File: src/rtl/gate_response_checker_sat_counter.sv
// Saturating up-counter with synchronous reset and clear.
// Holds at all-ones instead of wrapping.
module sat_counter #(
  parameter int WIDTH = 8
) (
  input  logic             clk,
  input  logic             rst,
  input  logic             clr,
  input  logic             inc,
  output logic [WIDTH-1:0] q
);

  always_ff @(posedge clk) begin
    if (rst || clr)
      q <= '0;
    else if (inc && (q != '1))
      q <= q + 1'b1;
  end

endmodule

File: config.mk
export PLATFORM = sky130hd
export DESIGN_NAME = sat_counter
export DESIGN_NICKNAME = d
export VERILOG_FILES = /design/src/rtl/gate_response_checker_sat_counter.sv
export SDC_FILE = /design/constraint.sdc
export NUM_CORES = 1
export LEC_CHECK = 0
export ABC_AREA = 1
export CELL_PAD_IN_SITES_DETAIL_PLACEMENT = 1
export CELL_PAD_IN_SITES_GLOBAL_PLACEMENT = 2
export CORE_ASPECT_RATIO = 0.7
export CORE_MARGIN = 2
export CORE_UTILIZATION = 23
export DETAILED_ROUTE_END_ITERATION = 10
export GPL_TIMING_DRIVEN = 0
export PLACE_DENSITY_LB_ADDON = 0.1
export SYNTH_ARGS = -nofsm -noshare
export SYNTH_HDL_FRONTEND = slang
export SYNTH_SLANG_ARGS = --single-unit
File: constraint.sdc
create_clock -name clk -period 1.5 [get_ports clk]
set_input_delay 0.45 -clock clk [delete_from_list [all_inputs] [get_ports clk]]
set_output_delay 0.45 -clock clk [all_outputs]
set_load 0.02 [all_outputs]
==> results of run 1 <==
==> cells in the final DEF (no fill, tap or decap), drive strengths merged <==
cell,instances
nand2,21
nor2,15
dfxtp,8
inv,7
a21oi,5
dlygate4sd2,5
nand3,5
clkbuf,5
clkdlybuf4s50,2
clkinv,1
buf,1
nand3b,1
a31oi,1
nor3,1
ha,1
dlymetal6s2s,1
clkdlybuf4s15,1
==> per-stage QoR <==
stage	utilization, %	TNS (ps)	worst slack (ps)
5_1_grt	32.3	0	4.18
2_1_floorplan	-	0	142
3_5_place_dp	31.6	-1090	-246
6_report	32.3	0	55.8
3_3_place_gp	31.6	-1050	-257
4_1_cts	32.3	0	11.3
==> worst max-delay path by stage <==
stage	end	slack, ps	cells past startpoint
after floorplan	q[5]$_SDFFE_PP0P_	140	7
after global placement	q[4]$_SDFFE_PP0P_	-260	6
after detailed placement	q[4]$_SDFFE_PP0P_	-250	6
after CTS	q[2]	10	1
after global routing	q[4]	4	1
final	q[0]	60	1
==> Yosys cell counts, types with 4 or more instances <==
master / count
dfxtp_1: 8
inv_1: 6
nand3_1: 4
nand2_1: 20
a21oi_1: 5
nor2_1: 13
==> tightest hold or removal path: cells and delay by family, from the launching register on <==
kind	cells	cell delay [ps]
flops	1	340
simple gates	1	70
compound gates	1	50
==> metal layers <==
layer	vias up	global-route usage (%)	share of wire, %
met2	12	16.6	38
met3	2	6.62	6.6
met5	-	0	0
met4	0	5.23	0.73
li1	239	-	-
met1	199	14.3	54
==> area by class of cell <==
| cell class | count | area, µm² |
|---|---|---|
| fill | 246 | 1250 |
| sequential | 8 | 160 |
| timing repair buffer | 11 | 96.3 |
| multi-input combinational | 50 | 251 |
| tap | 22 | 27.5 |
| buffer | 1 | 11.3 |
| clock buffer | 3 | 22.5 |
| inverter | 8 | 30.0 |
==> timing repair <==
item / in CTS / in global routing
gates resized for setup: 9 / 6
pin swaps: 0 / 0
setup buffers: 0 / 0
hold endpoints to repair: 0 / 0
setup endpoints to repair: 8 / 7
gates cloned: 0 / 0
==> cells by family (layout without fill, tap and decap cells) <==
logic type                 Yosys count  count (layout)  share of synthesized area, %
and+or+nand+nor                     43              43                          45.3
buffers and inverters                9              23                          9.22
DFF                                  8               8                          35.8
AOI/OAI and AO/OA                    6               6                          6.98
adders and majority gates            1               1                          2.79
==> where the power goes <==
| group | switching, µW | leakage [µW] | internal (µW) |
|---|---|---|---|
| logic | 18.6 | 0.000212 | 17.8 |
| registers | 2.87 | 0.0000647 | 215 |
| clock network | 84.1 | 0.0000138 | 92.3 |
==> metrics.md, run 1 <==
| Metric | Value |
|---|---|
| Worst r2r path cells | `7` |
| RSZ-0062 raised after global routing | `no` |
| Post-synth top area cell | `dfxtp_1` |
| Buffers and inverters on the worst path | `1` |
| Max cap viols | `0` |
| Synth-to-layout area growth | `33.8%` |
| Critical Path Max Stage Delay | `approximately 400 ps` |
| Top FF cell, synth | `dfxtp_1` |
| Clk sinks | `8` |
| Die footprint | `~0.0023 mm²` |
| Layout cells sized above 1 | `16.0%` |
| Setup Skew | `around 10 ps` |
| Crit-path cells | `clkdlybuf4s15_1` |
| CTS tree | `done` |
| Mapped Cells | `67` |
| Hold crit path type | `reg2reg` |
| I/O pins | `12` |
| Pwr/cell area | `roughly 700 mW/mm²` |
| Synth warn | `0` |
| Slew Limit Fails | `0` |
| Hold Path Stages | `2` |
| Detailed Route WL | `1100 µm` |
| Hold endpoint | `q[6]$_SDFFE_PP0P_` |
| Final setup viols | `0` |
| Port bufs | `11` |
| Post-DP Area | `between 500 and 600 µm²` |
| Starting Density | `about a quarter` |
| Placer Congestion | `roughly 0.64` |
| H-tree Lvls | `1` |
| Root Buffer Master | `clkbuf_4` |
| Rel. slew slack | `a little over four fifths` |
| Max FFs per register | `8` |
| Final hold viol count | `0` |
| Sequential element share of the synthesized area | `between 30% and 40%` |
| Worst VDD drop | `about 0.00038 V` |
| Total gr overflow | `0` |
| Clock Path Buffers | `2` |
| Detailed-route via count | `roughly 450` |
| Drt wl/cell | `roughly 11 µm` |
| CP Max Fanout | `5` |
| Top reg by flops | `q` |
| RR Endpoint | `q[4]$_SDFFE_PP0P_` |
| Initial antenna violation count | `0` |
| Post-synth top area share | `a little over a third` |
| Crit path DAT | `990 ps` |
| Worst-margin pin slew | `~250 ps` |
| Run status | `finished clean` |
| Largest cells by area after synthesis | `dfxtp_1 (36%), nand2_1 (17%), nor2_1 (11%)` |
| #FFs+latches synth | `8` |
| # rows | `13` |
| Largest net degree at the start of global routing | `11` |
| Antenna Violating Nets Remaining | `0` |
| Min Hold Slack | `498 ps` |
| Crit path launch type | `flop` |
| Worst r2r src | `q[0]$_SDFFE_PP0P_` |
| GR Util All Layers | `between 10% and 20%` |
| Regs by FF count | `q: 8 flops` |
| Final min period | `between 1000 and 1500 ps` |
| Global-route wire length before repair | `1860 µm` |
| Die Width | `56.7 µm` |
| Clk slew on worst S/H paths | `roughly 60 ps` |
| WS Path Type | `reg2out` |
| Cts bufs inserted | `3` |
| Syn Nets | `72` |
| Max Freq | `about 690 MHz` |
| DR pass1 iterations | `3` |
| Post-synth EDFFs | `0` |
| Largest delay share family, worst path | `flip-flops` |
| Crit path from | `q[0]$_SDFFE_PP0P_` |
| Fin nets | `a little under 90` |
| Cell area after synthesis | `448 µm²` |
| Worst skew pair latency | `270 ps` |
| DRC violations left | `0` |
| Via density | `approximately 4.4` |
| N_diodes | `0` |
| Synth unique cells | `17` |
| Post-synthesis async set-or-reset flop share | `0%` |
| Post-CTS Hold Buffers | `0` |
| Syn Area/Cell | `roughly 6.7 µm²` |
| Core ar. | `0.00185 mm²` |
| Vias in the first global route | `between 400 and 500` |
| Hold path startpoint | `q[6]$_SDFFE_PP0P_` |
| Final Cell Area | `roughly 600 µm²` |
| DP Cell Count | `100` |
| Fin crit share | `96.3%` |
| Post-detail-place hpwl | `about 830 µm` |
| Final Power | `around 430 µW` |
| Crit path required time | `1050 ps` |
| P_leak | `about 0.00029 µW` |
| Slowest library cell on the worst path | `dfxtp_1` |
| CP Capture Type | `output pin` |
| Flop-to-flop setup slack | `roughly 160 ps` |
| Non-Filler Instances | `around 100` |
| Initial detailed-routing violation count | `7` |
| Die Ht | `40.9 µm` |
Note: power is estimated with default switching activity, not from simulation.
==> run 2, diff against run 1 <==
--- a/config.mk
+++ b/config.mk
@@ -14,6 +14,7 @@
 export DETAILED_ROUTE_END_ITERATION = 10
 export GPL_TIMING_DRIVEN = 0
 export PLACE_DENSITY_LB_ADDON = 0.1
+export SETUP_SLACK_MARGIN = 0.15
 export SYNTH_ARGS = -nofsm -noshare
 export SYNTH_HDL_FRONTEND = slang
 export SYNTH_SLANG_ARGS = --single-unit
==> metrics.md, run 2 (same netlist as run 1, synthesis figures left out) <==
| Metric | Value |
|---|---|
| Commonest non-fill, non-tap cells in the layout | `nand2_1 (20), nor2_1 (12), buf_2 (7)` |
| Worst VDD drop | `0.000324 V (-16%)` |
| Max Freq | `740 MHz (+6.9%)` |
| N_diodes | `0 (unchanged)` |
| DRC violations left | `0 (unchanged)` |
| Run status | `finished clean` |
| Crit path launch type | `flop` |
| H-tree Lvls | `1 (unchanged)` |
| Layout cells sized above 1 | `29.6% (+14 points)` |
| Setup TNS | `0 ps (unchanged)` |
| P_leak | `0.000272 µW (-6.1%)` |
| Total gr overflow | `0 (unchanged)` |
| Post-CTS Hold Buffers | `0 (unchanged)` |
| Worst skew pair latency | `260 ps (about the same)` |
| Pwr/cell area | `727 mW/mm² (+1.2%)` |
| Crit path required time | `1050 ps (about the same)` |
| Die Ht | `40.9 µm (unchanged)` |
| Fin nets | `88 (unchanged)` |
| DP Cell Count | `100 (unchanged)` |
| Initial detailed-routing violation count | `7 (unchanged)` |
| Crit-path cells | `clkdlybuf4s15_2` |
| Slew Limit Fails | `0 (unchanged)` |
| Starting Density | `24.2% (unchanged)` |
| Rel. slew slack | `82.8% (-0.45 points)` |
| Via density | `4.37 (-0.44%)` |
| Hold path startpoint | `q[6]$_SDFFE_PP0P_` |
| Flop-to-flop setup slack | `260 ps (+100 ps)` |
| Worst-margin pin slew | `259 ps (+7.23 ps)` |
| RR Endpoint | `q[4]$_SDFFE_PP0P_` |
| Final setup viols | `0 (unchanged)` |
| Max cap viols | `0 (unchanged)` |
| Antenna Violating Nets Remaining | `0 (unchanged)` |
| Final Cell Area | `587 µm² (-2.1%)` |
| Detailed Route WL | `1080 µm (-2.4%)` |
| Root Buffer Master | `clkbuf_4` |
| Setup Skew | `0.339 ps (-9.93 ps)` |
| Worst r2r path cells | `7 (unchanged)` |
| Min Hold Slack | `509 ps (+11.5 ps)` |
| Met1 GRT Util | `14.6% (+0.37 points)` |
| DR pass1 iterations | `4 (+1)` |
| Clock Path Buffers | `2 (unchanged)` |
| Final hold viol count | `0 (unchanged)` |
| Buffers and inverters on the worst path | `1 (unchanged)` |
| Slowest library cell on the worst path | `dfxtp_2` |
| Hold endpoint | `q[6]$_SDFFE_PP0P_` |
| Post-detail-place hpwl | `813 µm (-1.8%)` |
| Drt wl/cell | `10.5 µm (-2.4%)` |
| CP Max Fanout | `6 (+1)` |
| Final worst setup slack | `149 ps (+93.1 ps)` |
| Cts bufs inserted | `3 (unchanged)` |
| Top reg by flops | `q` |
| Placer Congestion | `0.636 (unchanged)` |
| Post-DP Area | `587 µm² (+0.21%)` |
| Core ar. | `0.00185 mm² (unchanged)` |
| RSZ-0062 raised after global routing | `yes` |
| Worst r2r src | `q[1]$_SDFFE_PP0P_` |
| Clk slew on worst S/H paths | `60 ps (about the same)` |
| Die Width | `56.7 µm (unchanged)` |
| Hold crit path type | `reg2reg` |
| Crit path DAT | `900 ps (-90 ps)` |
| CP Capture Type | `output pin` |
| Largest delay share family, worst path | `flip-flops` |
| I/O pins | `12 (unchanged)` |
| # rows | `13 (unchanged)` |
| Global-route wire length before repair | `1900 µm (+2.2%)` |
| Regs by FF count | `q: 8 flops` |
| CTS tree | `done` |
| Non-Filler Instances | `103 (unchanged)` |
| GR Util All Layers | `11.9% (+0.35 points)` |
| Initial antenna violation count | `0 (unchanged)` |
| Clk sinks | `8 (unchanged)` |
| WS Path Type | `reg2out` |
| Top Usage Layer GRT | `met2` |
| Fin crit share | `90.1% (-6.2 points)` |
| Max FFs per register | `8 (unchanged)` |
| Port bufs | `11 (unchanged)` |
| Leading cell type in the layout, fill and taps excluded | `nand2_1` |
| Fillers | `258 (+4.9%)` |
| Synth-to-layout area growth | `31.0%` |
| GR Util met2 | `17.7% (+1.2 points)` |
| Final min period | `1350 ps (-93.1 ps)` |
| Vias in the first global route | `414 (+2.0%)` |
| Grt met3 use | `6.31% (-0.32 points)` |
| Largest net degree at the start of global routing | `11 (unchanged)` |
| Hold Path Stages | `2 (unchanged)` |
| Die footprint | `0.00232 mm² (unchanged)` |
| Critical Path Max Stage Delay | `370 ps (-30 ps)` |
| Detailed-route via count | `450 (-0.44%)` |
| Place WS | `-246 ps (-0.139 ps)` |
run 2: changes by cell type in the layout (fill, tap and decap cells not counted), sizes merged:
cell          previous run  this run
buf                      1         8
clkbuf                   5         3
dlygate4sd2              5         1
dlymetal6s2s             1         0
run 2: routing by layer:
metal | share of wire (%) | up-vias
li1 | - | 239
met1 | 53 | 197
met2 | 39 | 12
met3 | 7.1 | 2
met4 | 0.93 | 0
met5 | 0 | -
run 2: how the worst max path moves through the flow:
stage | from | endpoint | cells past startpoint
floorplan | q[1]$_SDFFE_PP0P_ | q[5]$_SDFFE_PP0P_ | 7
detailed placement | inc | q[4]$_SDFFE_PP0P_ | 6
global placement | inc | q[4]$_SDFFE_PP0P_ | 6
finish | q[2]$_SDFFE_PP0P_ | q[2] | 1
CTS | q[2]$_SDFFE_PP0P_ | q[2] | 1
global route | q[2]$_SDFFE_PP0P_ | q[2] | 1
run 2: worst register-to-register path: stages (launching register included):
cell and delay, ps:
dfxtp_2 360, ha_1 170, nand2_1 80, nor2_2 100
nand2_2 70, buf_6 140, a21oi_1 160, nor2_1 60
run 2: per-stage QoR:
stage | power [µW] | utilization [%]
2_1_floorplan | 240 | -
6_report | 427 | 31.6
3_3_place_gp | 261 | 31.6
3_5_place_dp | 262 | 31.6
4_1_cts | 444 | 32.1
5_1_grt | 465 | 31.6
run 2: area by class of cell:
type | instances | area, µm² | share of cell area, %
repair buffers | 11 | 75.1 | 12.8
well taps | 22 | 27.5 | 4.69
multi-input cells | 50 | 253 | 43.1
clock buffers | 3 | 22.5 | 3.84
plain buffers | 1 | 11.3 | 1.92
inverters | 8 | 30.0 | 5.12
flip-flops and latches | 8 | 168 | 28.6
run 2: timing repair:
item	CTS	global route
gates resized for setup	30	8
setup buffers	0	0
pin swaps	0	0
setup endpoints to repair	13	9
run 2: report_power, final:
group	switching, µW	total [µW]	internal (µW)
Combinational	19.1	35.9	16.8
Clock	81.3	173	92.1
Sequential	2.82	217	214
Total	103	427	323
